### src/rtl/axi_mm_write_if.sv
// Bus bundle for axi_mm_write: AXI4 AW/W/B channels plus the core-side request and data stream.
// Latency: n/a (wiring only).
// Backpressure: n/a; master modport is the write engine's view, slave modport the interconnect/core view.
interface axi_mm_write_if #(
    parameter int AXI_AWIDTH = 32,
    parameter int AXI_DWIDTH = 32
);
    // AXI write address channel
    logic [3:0]              awid;
    logic [AXI_AWIDTH-1:0]   awaddr;
    logic                    awvalid;
    logic                    awready;
    logic [7:0]              awlen;
    logic [2:0]              awsize;
    logic [1:0]              awburst;
    // AXI write data channel
    logic [AXI_DWIDTH-1:0]   wdata;
    logic [AXI_DWIDTH/8-1:0] wstrb;
    logic                    wvalid;
    logic                    wready;
    logic                    wlast;
    // AXI write response channel
    logic [3:0]              bid;
    logic [1:0]              bresp;
    logic                    bvalid;
    logic                    bready;
    // Core request
    logic                    core_write_request_valid;
    logic                    core_write_request_ready;
    logic [AXI_AWIDTH-1:0]   core_write_addr;
    logic [31:0]             core_write_len;
    logic [2:0]              core_write_size;
    logic [1:0]              core_write_burst;
    // Core data stream and status
    logic [AXI_DWIDTH-1:0]   core_write_data;
    logic                    core_write_data_valid;
    logic                    core_write_data_ready;
    logic                    core_write_done;
    logic                    core_write_error;

    modport master (
        output awid, awaddr, awvalid, awlen, awsize, awburst,
        input  awready,
        output wdata, wstrb, wvalid, wlast,
        input  wready,
        input  bid, bresp, bvalid,
        output bready,
        input  core_write_request_valid, core_write_addr, core_write_len,
        input  core_write_size, core_write_burst,
        output core_write_request_ready,
        input  core_write_data, core_write_data_valid,
        output core_write_data_ready, core_write_done, core_write_error
    );

    modport slave (
        input  awid, awaddr, awvalid, awlen, awsize, awburst,
        output awready,
        input  wdata, wstrb, wvalid, wlast,
        output wready,
        output bid, bresp, bvalid,
        input  bready,
        output core_write_request_valid, core_write_addr, core_write_len,
        output core_write_size, core_write_burst,
        input  core_write_request_ready,
        output core_write_data, core_write_data_valid,
        input  core_write_data_ready, core_write_done, core_write_error
    );
endinterface

### src/rtl/axi_mm_write.sv
// AXI4 write master: one core request -> AW/W/B sub-bursts of at most AXI_MAX_BURST_LEN beats, done pulse at end.
// Latency: AW valid one cycle after request accept; next AW one cycle after each B; done one cycle after final B.
// Backpressure: W data passes through combinationally (wready -> core_write_data_ready); AW/B wait on awready/bvalid.
// Optional: define AXI_MM_WRITE_RESP_ERR_EN to report non-OKAY bresp on core_write_error.
module axi_mm_write #(
    parameter int AXI_AWIDTH        = 32,
    parameter int AXI_DWIDTH        = 32,
    parameter int AXI_MAX_BURST_LEN = 256
) (
    input  logic            clk,
    input  logic            resetn,
    axi_mm_write_if.master  bus
);
    typedef enum logic [2:0] {
        S_IDLE,
        S_AW,
        S_W,
        S_B,
        S_DONE
    } state_t;

    localparam logic [31:0]           MAX_LEN    = 32'(AXI_MAX_BURST_LEN);
    localparam logic [31:0]           MAX_M1     = 32'(AXI_MAX_BURST_LEN - 1);
    localparam logic [AXI_AWIDTH-1:0] MAX_BEATSA = AXI_AWIDTH'(AXI_MAX_BURST_LEN);

    state_t                state_q, state_d;
    logic [AXI_AWIDTH-1:0] addr_q, addr_d;
    logic [31:0]           rem_q, rem_d;
    logic [2:0]            size_q, size_d;
    logic [1:0]            burst_q, burst_d;
    logic [7:0]            beat_q, beat_d;

    // Handshake outputs are registered so they sit at 0 throughout reset.
    logic req_rdy_q, awvalid_q, bready_q, done_q;

    logic       more_bursts;
    logic [7:0] awlen_w;
    logic       in_w, wlast_w;
    logic       req_fire, aw_fire, w_fire, b_fire;

    // Sub-burst length follows the remaining beat count; rem only changes on B, so awlen holds through AW.
    assign more_bursts = (rem_q > MAX_M1);
    assign awlen_w     = more_bursts ? MAX_M1[7:0] : rem_q[7:0];

    assign in_w    = (state_q == S_W);
    assign wlast_w = in_w && (beat_q == awlen_w);

    assign req_fire = req_rdy_q && bus.core_write_request_valid;
    assign aw_fire  = awvalid_q && bus.awready;
    assign w_fire   = in_w && bus.core_write_data_valid && bus.wready;
    assign b_fire   = bready_q && bus.bvalid;

    // State and datapath registers.
    always_ff @(posedge clk or negedge resetn) begin
        if (!resetn) begin
            state_q <= S_IDLE;
            addr_q  <= '0;
            rem_q   <= '0;
            size_q  <= '0;
            burst_q <= '0;
            beat_q  <= '0;
        end else begin
            state_q <= state_d;
            addr_q  <= addr_d;
            rem_q   <= rem_d;
            size_q  <= size_d;
            burst_q <= burst_d;
            beat_q  <= beat_d;
        end
    end

    // Next-state and datapath update: one sub-burst in flight, split on MAX boundaries.
    always_comb begin
        state_d = state_q;
        addr_d  = addr_q;
        rem_d   = rem_q;
        size_d  = size_q;
        burst_d = burst_q;
        beat_d  = beat_q;
        case (state_q)
            S_IDLE: begin
                if (req_fire) begin
                    addr_d  = bus.core_write_addr;
                    rem_d   = bus.core_write_len;
                    size_d  = bus.core_write_size;
                    burst_d = bus.core_write_burst;
                    state_d = S_AW;
                end
            end
            S_AW: begin
                if (aw_fire) begin
                    beat_d  = '0;
                    state_d = S_W;
                end
            end
            S_W: begin
                if (w_fire) begin
                    beat_d = beat_q + 8'd1;
                    if (wlast_w) begin
                        state_d = S_B;
                    end
                end
            end
            S_B: begin
                if (b_fire) begin
                    if (more_bursts) begin
                        rem_d   = rem_q - MAX_LEN;
                        addr_d  = addr_q + (MAX_BEATSA << size_q);
                        state_d = S_AW;
                    end else begin
                        state_d = S_DONE;
                    end
                end
            end
            S_DONE: begin
                state_d = S_IDLE;
            end
            default: begin
                state_d = S_IDLE;
            end
        endcase
    end

    // Registered Moore outputs decoded from the next state.
    always_ff @(posedge clk or negedge resetn) begin
        if (!resetn) begin
            req_rdy_q <= 1'b0;
            awvalid_q <= 1'b0;
            bready_q  <= 1'b0;
            done_q    <= 1'b0;
        end else begin
            req_rdy_q <= (state_d == S_IDLE);
            awvalid_q <= (state_d == S_AW);
            bready_q  <= (state_d == S_B);
            done_q    <= (state_d == S_DONE);
        end
    end

`ifdef AXI_MM_WRITE_RESP_ERR_EN
    logic err_q;

    // Sticky error across all sub-bursts of a request; a new request clears it.
    always_ff @(posedge clk or negedge resetn) begin
        if (!resetn) begin
            err_q <= 1'b0;
        end else if (req_fire) begin
            err_q <= 1'b0;
        end else if (b_fire && (bus.bresp != 2'b00)) begin
            err_q <= 1'b1;
        end
    end

    assign bus.core_write_error = err_q;

    logic unused_bid;
    assign unused_bid = ^bus.bid;
`else
    assign bus.core_write_error = 1'b0;

    logic unused_bresp;
    assign unused_bresp = ^{bus.bid, bus.bresp};
`endif

    assign bus.awid    = 4'd0;
    assign bus.awaddr  = addr_q;
    assign bus.awvalid = awvalid_q;
    assign bus.awlen   = awlen_w;
    assign bus.awsize  = size_q;
    assign bus.awburst = burst_q;

    assign bus.wdata  = bus.core_write_data;
    assign bus.wstrb  = '1;
    assign bus.wvalid = in_w && bus.core_write_data_valid;
    assign bus.wlast  = wlast_w;

    assign bus.bready = bready_q;

    assign bus.core_write_request_ready = req_rdy_q;
    assign bus.core_write_data_ready    = in_w && bus.wready;
    assign bus.core_write_done          = done_q;
endmodule

### src/flat_wrapper.sv
// flat-port wrapper written by rule: the top's interface ports become plain ports
module axi_mm_write_flat 
#(
    parameter int AXI_AWIDTH        = 32,
    parameter int AXI_DWIDTH        = 32,
    parameter int AXI_MAX_BURST_LEN = 256
)
  (clk, resetn, bus_awid, bus_awaddr, bus_awvalid, bus_awlen, bus_awsize, bus_awburst, bus_awready, bus_wdata, bus_wstrb, bus_wvalid, bus_wlast, bus_wready, bus_bid, bus_bresp, bus_bvalid, bus_bready, bus_core_write_request_valid, bus_core_write_addr, bus_core_write_len, bus_core_write_size, bus_core_write_burst, bus_core_write_request_ready, bus_core_write_data, bus_core_write_data_valid, bus_core_write_data_ready, bus_core_write_done, bus_core_write_error);
  axi_mm_write_if #(.AXI_AWIDTH(AXI_AWIDTH), .AXI_DWIDTH(AXI_DWIDTH)) bus_i ();
  input  logic clk;
  input  logic resetn;
  output wire logic [$bits(bus_i.awid)-1:0] bus_awid;
  output wire logic [$bits(bus_i.awaddr)-1:0] bus_awaddr;
  output wire logic [$bits(bus_i.awvalid)-1:0] bus_awvalid;
  output wire logic [$bits(bus_i.awlen)-1:0] bus_awlen;
  output wire logic [$bits(bus_i.awsize)-1:0] bus_awsize;
  output wire logic [$bits(bus_i.awburst)-1:0] bus_awburst;
  input wire logic [$bits(bus_i.awready)-1:0] bus_awready;
  output wire logic [$bits(bus_i.wdata)-1:0] bus_wdata;
  output wire logic [$bits(bus_i.wstrb)-1:0] bus_wstrb;
  output wire logic [$bits(bus_i.wvalid)-1:0] bus_wvalid;
  output wire logic [$bits(bus_i.wlast)-1:0] bus_wlast;
  input wire logic [$bits(bus_i.wready)-1:0] bus_wready;
  input wire logic [$bits(bus_i.bid)-1:0] bus_bid;
  input wire logic [$bits(bus_i.bresp)-1:0] bus_bresp;
  input wire logic [$bits(bus_i.bvalid)-1:0] bus_bvalid;
  output wire logic [$bits(bus_i.bready)-1:0] bus_bready;
  input wire logic [$bits(bus_i.core_write_request_valid)-1:0] bus_core_write_request_valid;
  input wire logic [$bits(bus_i.core_write_addr)-1:0] bus_core_write_addr;
  input wire logic [$bits(bus_i.core_write_len)-1:0] bus_core_write_len;
  input wire logic [$bits(bus_i.core_write_size)-1:0] bus_core_write_size;
  input wire logic [$bits(bus_i.core_write_burst)-1:0] bus_core_write_burst;
  output wire logic [$bits(bus_i.core_write_request_ready)-1:0] bus_core_write_request_ready;
  input wire logic [$bits(bus_i.core_write_data)-1:0] bus_core_write_data;
  input wire logic [$bits(bus_i.core_write_data_valid)-1:0] bus_core_write_data_valid;
  output wire logic [$bits(bus_i.core_write_data_ready)-1:0] bus_core_write_data_ready;
  output wire logic [$bits(bus_i.core_write_done)-1:0] bus_core_write_done;
  output wire logic [$bits(bus_i.core_write_error)-1:0] bus_core_write_error;
  assign bus_awid = bus_i.awid;
  assign bus_awaddr = bus_i.awaddr;
  assign bus_awvalid = bus_i.awvalid;
  assign bus_awlen = bus_i.awlen;
  assign bus_awsize = bus_i.awsize;
  assign bus_awburst = bus_i.awburst;
  assign bus_i.awready = bus_awready;
  assign bus_wdata = bus_i.wdata;
  assign bus_wstrb = bus_i.wstrb;
  assign bus_wvalid = bus_i.wvalid;
  assign bus_wlast = bus_i.wlast;
  assign bus_i.wready = bus_wready;
  assign bus_i.bid = bus_bid;
  assign bus_i.bresp = bus_bresp;
  assign bus_i.bvalid = bus_bvalid;
  assign bus_bready = bus_i.bready;
  assign bus_i.core_write_request_valid = bus_core_write_request_valid;
  assign bus_i.core_write_addr = bus_core_write_addr;
  assign bus_i.core_write_len = bus_core_write_len;
  assign bus_i.core_write_size = bus_core_write_size;
  assign bus_i.core_write_burst = bus_core_write_burst;
  assign bus_core_write_request_ready = bus_i.core_write_request_ready;
  assign bus_i.core_write_data = bus_core_write_data;
  assign bus_i.core_write_data_valid = bus_core_write_data_valid;
  assign bus_core_write_data_ready = bus_i.core_write_data_ready;
  assign bus_core_write_done = bus_i.core_write_done;
  assign bus_core_write_error = bus_i.core_write_error;
  axi_mm_write #(.AXI_AWIDTH(AXI_AWIDTH), .AXI_DWIDTH(AXI_DWIDTH), .AXI_MAX_BURST_LEN(AXI_MAX_BURST_LEN)) u_core (.clk(clk), .resetn(resetn), .bus(bus_i));
endmodule
### config.mk
export PLATFORM = sky130hd
export DESIGN_NAME = axi_mm_write_flat
export DESIGN_NICKNAME = d
export VERILOG_FILES = /design/src/rtl/axi_mm_write_if.sv /design/src/rtl/axi_mm_write.sv /design/src/flat_wrapper.sv
export SDC_FILE = /design/constraint.sdc
export NUM_CORES = 1
export LEC_CHECK = 0
export BUFFER_PORTS_ARGS = -buffer_cell sky130_fd_sc_hd__buf_2
export CORE_MARGIN = 2
export CORE_UTILIZATION = 54
export DETAILED_ROUTE_END_ITERATION = 16
export GPL_ROUTABILITY_DRIVEN = 0
export PLACE_DENSITY = 0.87
export SLEW_MARGIN = 10
export SYNTH_ARGS = -nofsm -noshare
export SYNTH_HDL_FRONTEND = slang
export SYNTH_SLANG_ARGS = --single-unit
### constraint.sdc
create_clock -name clk -period 5.8 [get_ports clk]
set_clock_uncertainty 0.05 [all_clocks]
set_input_delay 0 -clock clk [delete_from_list [all_inputs] [get_ports clk]]
set_output_delay 0 -clock clk [all_outputs]
set_load 0.05 [all_outputs]
==> flow_summary.json, run 1 <==
{
  "clkPwrFrac": 0.157,
  "floorplan.core_area_um2": 9730,
  "crit_path_frequent_cell": "nor4_1",
  "slowest_delay_ns": 0.90,
  "vias": 5802,
  "p_sw_frac": 0.501,
  "cap_violations": 0,
  "rsz0062_at_grt": "no",
  "ys.flop_type": "dfrtp_1",
  "power_switching_mw": 1.75,
  "chipWidth_um": 104,
  "cts_setup_buffers": 0,
  "hold_class": "in -> reg",
  "finalSetupViolCount": 0,
  "avgRoutedWirePerCell_um": 16.6,
  "drtAntennaViolNets": 0,
  "final_area_um2": 7120,
  "comb_power_share": 0.512,
  "die_h_um": 104,
  "grt_max_degree": 85,
  "p_leak_nw": 3.24,
  "cts_resized": 0,
  "synthTopCellsByCount": "nand2_1 (117), dfrtp_1 (84), nor2_1 (61)",
  "diodes": 0,
  "wirelength_mm": 16.2,
  "fmax_ghz": 0.263,
  "synth_largest_area_cell": "dfrtp_1",
  "clk_latency_ns": 0.37,
  "critPathSlowestCell": "nor2_2",
  "worst_pin_slew_ns": 1.15,
  "slew_headroom": 0.236,
  "outcome": "completed",
  "grt_pass1_vias": 5669,
  "end_kind": "flip-flop",
  "die_area_um2": 10800,
  "path_max_fanout": 24,
  "synthTopCellsByArea": "dfrtp_1 (39%), nand2_1 (8.1%), buf_4 (5.7%), nor2_1 (4.2%), o21ai_0 (3.5%)",
  "io_pins": 207,
  "clk_path_buf_depth": 2,
  "post-route-period-util": 0.655,
  "path_cells": "nor4_1 > nand4b_1 > o31a_1 > nor2_2 > nor4_1 > a311o_1",
  "first_pass_iters": 5,
  "p_per_area_nw_per_um2": 491,
  "ctsRootBufferMaster": "clkbuf_8",
  "antenna_found_initial": 0,
  "grt.overflow.total": 0,
  "synth_cell_types": 69,
  "syn-cell-area_um2": 5410,
  "path_class": "reg -> reg",
  "maxSlewViolCount": 0,
  "max-vdd-ir-drop_v": 0.000255,
  "grtUsageTotal": 0.299,
  "min_period_ns": 3.80,
  "internal_power_mw": 1.74,
  "drtIter0Drc": 381,
  "finalHoldViolCount": 0,
  "cts_tree": "built",
  "synth_top_area_frac": 0.389,
  "crit_arrival_ns": 4.00,
  "async_flop_share": 1.00,
  "ys_ff_latch": 84,
  "power_frac_seq": 0.331,
  "synth_edf_count": 0,
  "critPathRequiredTime_ns": 6.00,
  "row_count": 36,
  "cts_inserted_buffers": 9,
  "layout-drive-gt1-share": 0.185,
  "post-dp-hpwl_mm": 9.82,
  "fin_setup_tns_ns": 0,
  "syn_inst": 660,
  "nets": 966,
  "ys_seq_area_frac": 0.389,
  "fillCellCount": 725,
  "syn_avg_cell_area_um2": 8.20,
  "start_kind": "flip-flop",
  "synth_most_common_cell": "nand2_1",
  "cts.htree.levels": 3,
  "clk_pin_slew_ns": 0.08,
  "postPlaceCellArea_um2": 5830,
  "grt_pass1_wl_mm": 26.5,
  "area_growth_pct": 31.5,
  "vias_per_cell": 5.94,
  "drc_errors": 0,
  "cts.sinks": 84,
  "multi_input_comb_area_um2": 2790,
  "regArea_um2": 2100,
  "start_util": 0.556,
  "port_buffers": 127,
  "ys_warn_count": 0
}
[repair_timing]
item | CTS | global route
hold buffers | 103 | 0
endpoints found under the setup margin | 0 | 0
hold endpoints to repair | 187 | 0
[critical path: cells and delay by family, from the launching register on]
kind / cells / cell delay (ns)
and+or+nand+nor: 4 / 2.16
AOI/OAI and AO/OA: 2 / 1.06
DFF: 1 / 0.41
[placed cells by master (no fill, tap or decap), drive strengths merged, types with 3 or more instances in the layout]
cell type and n:
nand4 9, xnor2 8, o2111ai 3, nand4b 3, o21ai 41, o32ai 4
bufinv 4, buf 132, nand3b 4, a21o 3, xor2 5, conb 9
clkbuf 10, or4 6, a22oi 3, nand3 19, a31oi 4, dlygate4sd3 103
nand2b 7, o22ai 12, a211oi 5, and4 3, o31a 3, nor3 21
ha 11, a311oi 9, inv 25, a21oi 26, a2bb2oi 3, dfrtp 84
or3 15, nand2 117, o311ai 3, o211ai 6, nor4 11, nor3b 3
and2 4, and3 8, nor2 62
[final cells by class]
type | instances | area share
clock buffers | 10 | 0.0179
clock inverters | 5 | 0.0176
inverters | 25 | 0.0132
multi-input cells | 485 | 0.393
flip-flops and latches | 84 | 0.295
well taps | 133 | 0.0234
repair buffers | 235 | 0.240
[state kept, by name, summed over array words and instances (netlist names)]
| register | cells |
|---|---|
| u_core.bus.core_write_done | 1 |
| u_core.bus.awvalid | 1 |
| u_core.bus.awaddr | 32 |
| u_core.bus.awburst | 2 |
| u_core.beat_q | 8 |
| u_core.bus.awsize | 3 |
| u_core.bus.bready | 1 |
| u_core.bus.core_write_request_ready | 1 |
| u_core.state_q | 3 |
| u_core.rem_q | 32 |
[metal layers]
metal	global-route usage	vias up	wire length [um]
li1	-	2665	-
met1	0.371	2761	6370
met2	0.516	325	8070
met3	0.0583	51	1300
met4	0.112	0	467
met5	0	-	0
[final timing paths]
kind / start / endpoint / slack [ns] / cells past startpoint
hold reg to reg: u_core.bus.awaddr[2]$_DFFE_PN0P_ / u_core.bus.awaddr[2]$_DFFE_PN0P_ / 0.43 / 2
max in group asynchronous: resetn / u_core.beat_q[2]$_DFFE_PN0P_ / 4.67 / 2
setup / recovery: u_core.rem_q[23]$_DFFE_PN0P_ / u_core.bus.awaddr[17]$_DFFE_PN0P_ / 2.00 / 6
hold / removal: bus_core_write_data_valid / u_core.beat_q[0]$_DFFE_PN0P_ / 0.04 / 4
setup reg to reg: u_core.rem_q[23]$_DFFE_PN0P_ / u_core.bus.awaddr[17]$_DFFE_PN0P_ / 2.00 / 6
min in group asynchronous: resetn / u_core.bus.awaddr[13]$_DFFE_PN0P_ / 0.30 / 2
[power by group through the flow]
stage	sequential, mW	combinational, mW	clock (mW)
6_report	1.16	1.79	0.549
5_1_grt	1.19	1.93	0.583
4_1_cts	1.14	1.76	0.553
2_1_floorplan	1.48	0.969	0
3_5_place_dp	1.14	1.66	0
3_3_place_gp	1.13	1.60	0
[logic make-up after synthesis]
kind of cell | count (synthesis) | share of synthesized area
other cells | 2 | 0.00139
simple gates | 300 | 0.268
buf+inv | 98 | 0.0999
xor+xnor | 13 | 0.0210
fa+ha+maj | 12 | 0.0291
compound gates | 149 | 0.189
mux | 2 | 0.00370
flops | 84 | 0.389
[through the flow]
stage,instances,setup WS [ns],hold slack (ns),util,power (mW)
global route,977,1.82,0.0512,0.731,3.71
floorplan,667,2.86,-0.346,-,2.45
finish,977,2.00,0.0409,0.731,3.50
global placement,859,2.18,-0.0497,0.599,2.73
detailed placement,859,2.14,-0.0497,0.599,2.80
CTS,977,2.11,0.0185,0.731,3.45
Note: power is estimated with default switching activity, not from simulation.
==> inputs of run 2 (changes only) <==
--- a/config.mk
+++ b/config.mk
@@ -7,10 +7,10 @@
 export LEC_CHECK = 0
 export BUFFER_PORTS_ARGS = -buffer_cell sky130_fd_sc_hd__buf_2
 export CORE_MARGIN = 2
-export CORE_UTILIZATION = 54
+export CORE_UTILIZATION = 50
 export DETAILED_ROUTE_END_ITERATION = 16
 export GPL_ROUTABILITY_DRIVEN = 0
-export PLACE_DENSITY = 0.87
+export PLACE_DENSITY = 0.81
 export SLEW_MARGIN = 10
 export SYNTH_ARGS = -nofsm -noshare
 export SYNTH_HDL_FRONTEND = slang
==> constraint.sdc (replaced) <==
create_clock -name clk -period 4 [get_ports clk]
set_clock_uncertainty 0.05 [all_clocks]
set_input_delay 0 -clock clk [delete_from_list [all_inputs] [get_ports clk]]
set_output_delay 0 -clock clk [all_outputs]
set_load 0.05 [all_outputs]
==> run 2 against run 1 <==
  * Final cell count grew 0.41%
  * Clock-buffer cell count grew 4
  * Final area shrank 0.62%
  * Worst setup slack lost 1.4 ns
  * Sequential cell count is the same
  * Sequential power grew 45%
  * Core utilization shrank 5.2 points
  * Die area grew 7.7%
  * First-iteration DRC count grew 1.6%
  * Critical endpoint is now bus_wlast
  * Largest power group unchanged
  * Highest routed layer unchanged
==> flow_summary.json, run 2 (same netlist as run 1, synthesis figures left out) <==
{
  "avgRoutedWirePerCell_um": 16.3,
  "drtIter0Drc": 387,
  "first_pass_iters": 5,
  "start_util": 0.519,
  "comb_power_share": 0.528,
  "post-dp-hpwl_mm": 10.0,
  "internal_power_mw": 2.40,
  "path_max_fanout": 10,
  "io_pins": 207,
  "layout-drive-gt1-share": 0.187,
  "fmax_ghz": 0.291,
  "power_frac_seq": 0.341,
  "antenna_found_initial": 0,
  "reg2reg_slack_ns": 0.88,
  "grt_pass1_wl_mm": 25.3,
  "finalSetupViolCount": 0,
  "drtAntennaViolNets": 0,
  "grt.overflow.total": 0,
  "final_cell_mix": "buf_2 (126), nand2_1 (117), dlygate4sd3_1 (101), dfrtp_1 (84), nor2_1 (61)",
  "drc_errors": 0,
  "clk_latency_ns": 0.36,
  "worst_pin_slew_ns": 1.09,
  "start_kind": "flip-flop",
  "cap_violations": 0,
  "slew_headroom": 0.277,
  "cts_resized": 0,
  "floorplan.core_area_um2": 10400,
  "crit_arrival_ns": 3.39,
  "maxSlewViolCount": 0,
  "p_sw_frac": 0.512,
  "ctsRootBufferMaster": "clkbuf_8",
  "grt_max_degree": 85,
  "port_buffers": 127,
  "layout_commonest_cell": "buf_2",
  "clk_pin_slew_ns": 0.08,
  "nets": 967,
  "finalHoldViolCount": 0,
  "cts_inserted_buffers": 9,
  "slowest_delay_ns": 0.72,
  "rsz0062_at_grt": "no",
  "cts.sinks": 84,
  "hold_class": "in -> reg",
  "wirelength_mm": 16.0,
  "critPathRequiredTime_ns": 3.95,
  "min_period_ns": 3.44,
  "cts_tree": "built",
  "clk_path_buf_depth": 2,
  "post-route-period-util": 0.859,
  "critPathSlowestCell": "nor3_1",
  "row_count": 37,
  "fin_setup_tns_ns": 0,
  "area_growth_pct": 30.7,
  "vias_per_cell": 5.76,
  "clkPwrFrac": 0.131,
  "vias": 5649,
  "die_h_um": 108,
  "end_kind": "output port",
  "diodes": 0,
  "die_area_um2": 11700,
  "path_cells": "nor4_1 > nand4b_1 > nor3_1 > a21o_1 > o2111ai_1 > nor2_1 > buf_2",
  "p_leak_nw": 3.23,
  "power_switching_mw": 2.51,
  "total_power_mw": 4.91,
  "cts.htree.levels": 3,
  "max-vdd-ir-drop_v": 0.000486,
  "outcome": "completed",
  "dpl.cell_count": 865,
  "path_class": "reg -> out",
  "grtUsageTotal": 0.272,
  "fillCellCount": 823,
  "p_per_area_nw_per_um2": 694,
  "fin_cells": 981,
  "grt_pass1_vias": 5463,
  "chipWidth_um": 108
}
[run 2: area by class of cell]
class,instances,area [um2],share of cell area
Clock inverter,1,30.0,0.00425
Inverter,25,93.8,0.0133
Timing Repair Buffer,236,1710,0.242
Sequential cell,84,2100,0.297
Clock buffer,14,173,0.0244
Multi-Input combinational cell,485,2790,0.395
Tap cell,136,170,0.0241
[run 2: power by group through the flow]
stage          clock, mW  combinational (mW)  sequential, mW
6_report           0.641                2.60            1.68
5_1_grt            0.685                2.81            1.73
4_1_cts            0.649                2.57            1.65
3_5_place_dp           0                2.41            1.67
3_3_place_gp           0                2.34            1.64
2_1_floorplan          0                1.41            2.14
[run 2: routing by layer]
metal / vias to the layer above / global-route usage / routed length, um
met1: 2628 / 0.349 / 6690
met2: 301 / 0.456 / 7760
li1: 2678 / - / -
met3: 42 / 0.0338 / 1110
met5: - / 0 / 0
met4: 0 / 0.131 / 417
[run 2: final timing paths]
kind / start / end / cells past startpoint
setup / recovery: u_core.rem_q[23]$_DFFE_PN0P_ / bus_wlast / 7
hold / removal: bus_core_write_data_valid / u_core.beat_q[1]$_DFFE_PN0P_ / 4
min in group asynchronous: resetn / u_core.bus.awaddr[14]$_DFFE_PN0P_ / 2
hold reg to reg: u_core.bus.awaddr[3]$_DFFE_PN0P_ / u_core.bus.awaddr[3]$_DFFE_PN0P_ / 2
max in group asynchronous: resetn / u_core.rem_q[10]$_DFFE_PN0P_ / 2
setup reg to reg: u_core.rem_q[23]$_DFFE_PN0P_ / u_core.bus.awaddr[17]$_DFFE_PN0P_ / 6
[run 2: metrics by stage]
step	cell area (um2)	utilization	hold slack (ns)	worst slack, ns
floorplan	5440	-	-0.346	1.06
global placement	5860	0.562	-0.0497	1.04
detailed placement	5860	0.562	-0.0497	0.924
CTS	7070	0.679	0.000508	0.576
global route	7070	0.679	0.0285	0.353
finish	7070	0.679	0.0224	0.563
[run 2: repair_timing]
action,in CTS,in global routing
buffers inserted,0,0
endpoints found under the hold margin,186,0
hold buffers,101,0
[run 2: worst max-delay path: cells and delay by family, from the launching register on]
kind / cells / cell delay (ns)
AND/OR/NAND/NOR: 4 / 2.03
flip-flops: 1 / 0.40
AO/OA/AOI/OAI: 2 / 0.33
buffers and inverters: 1 / 0.27
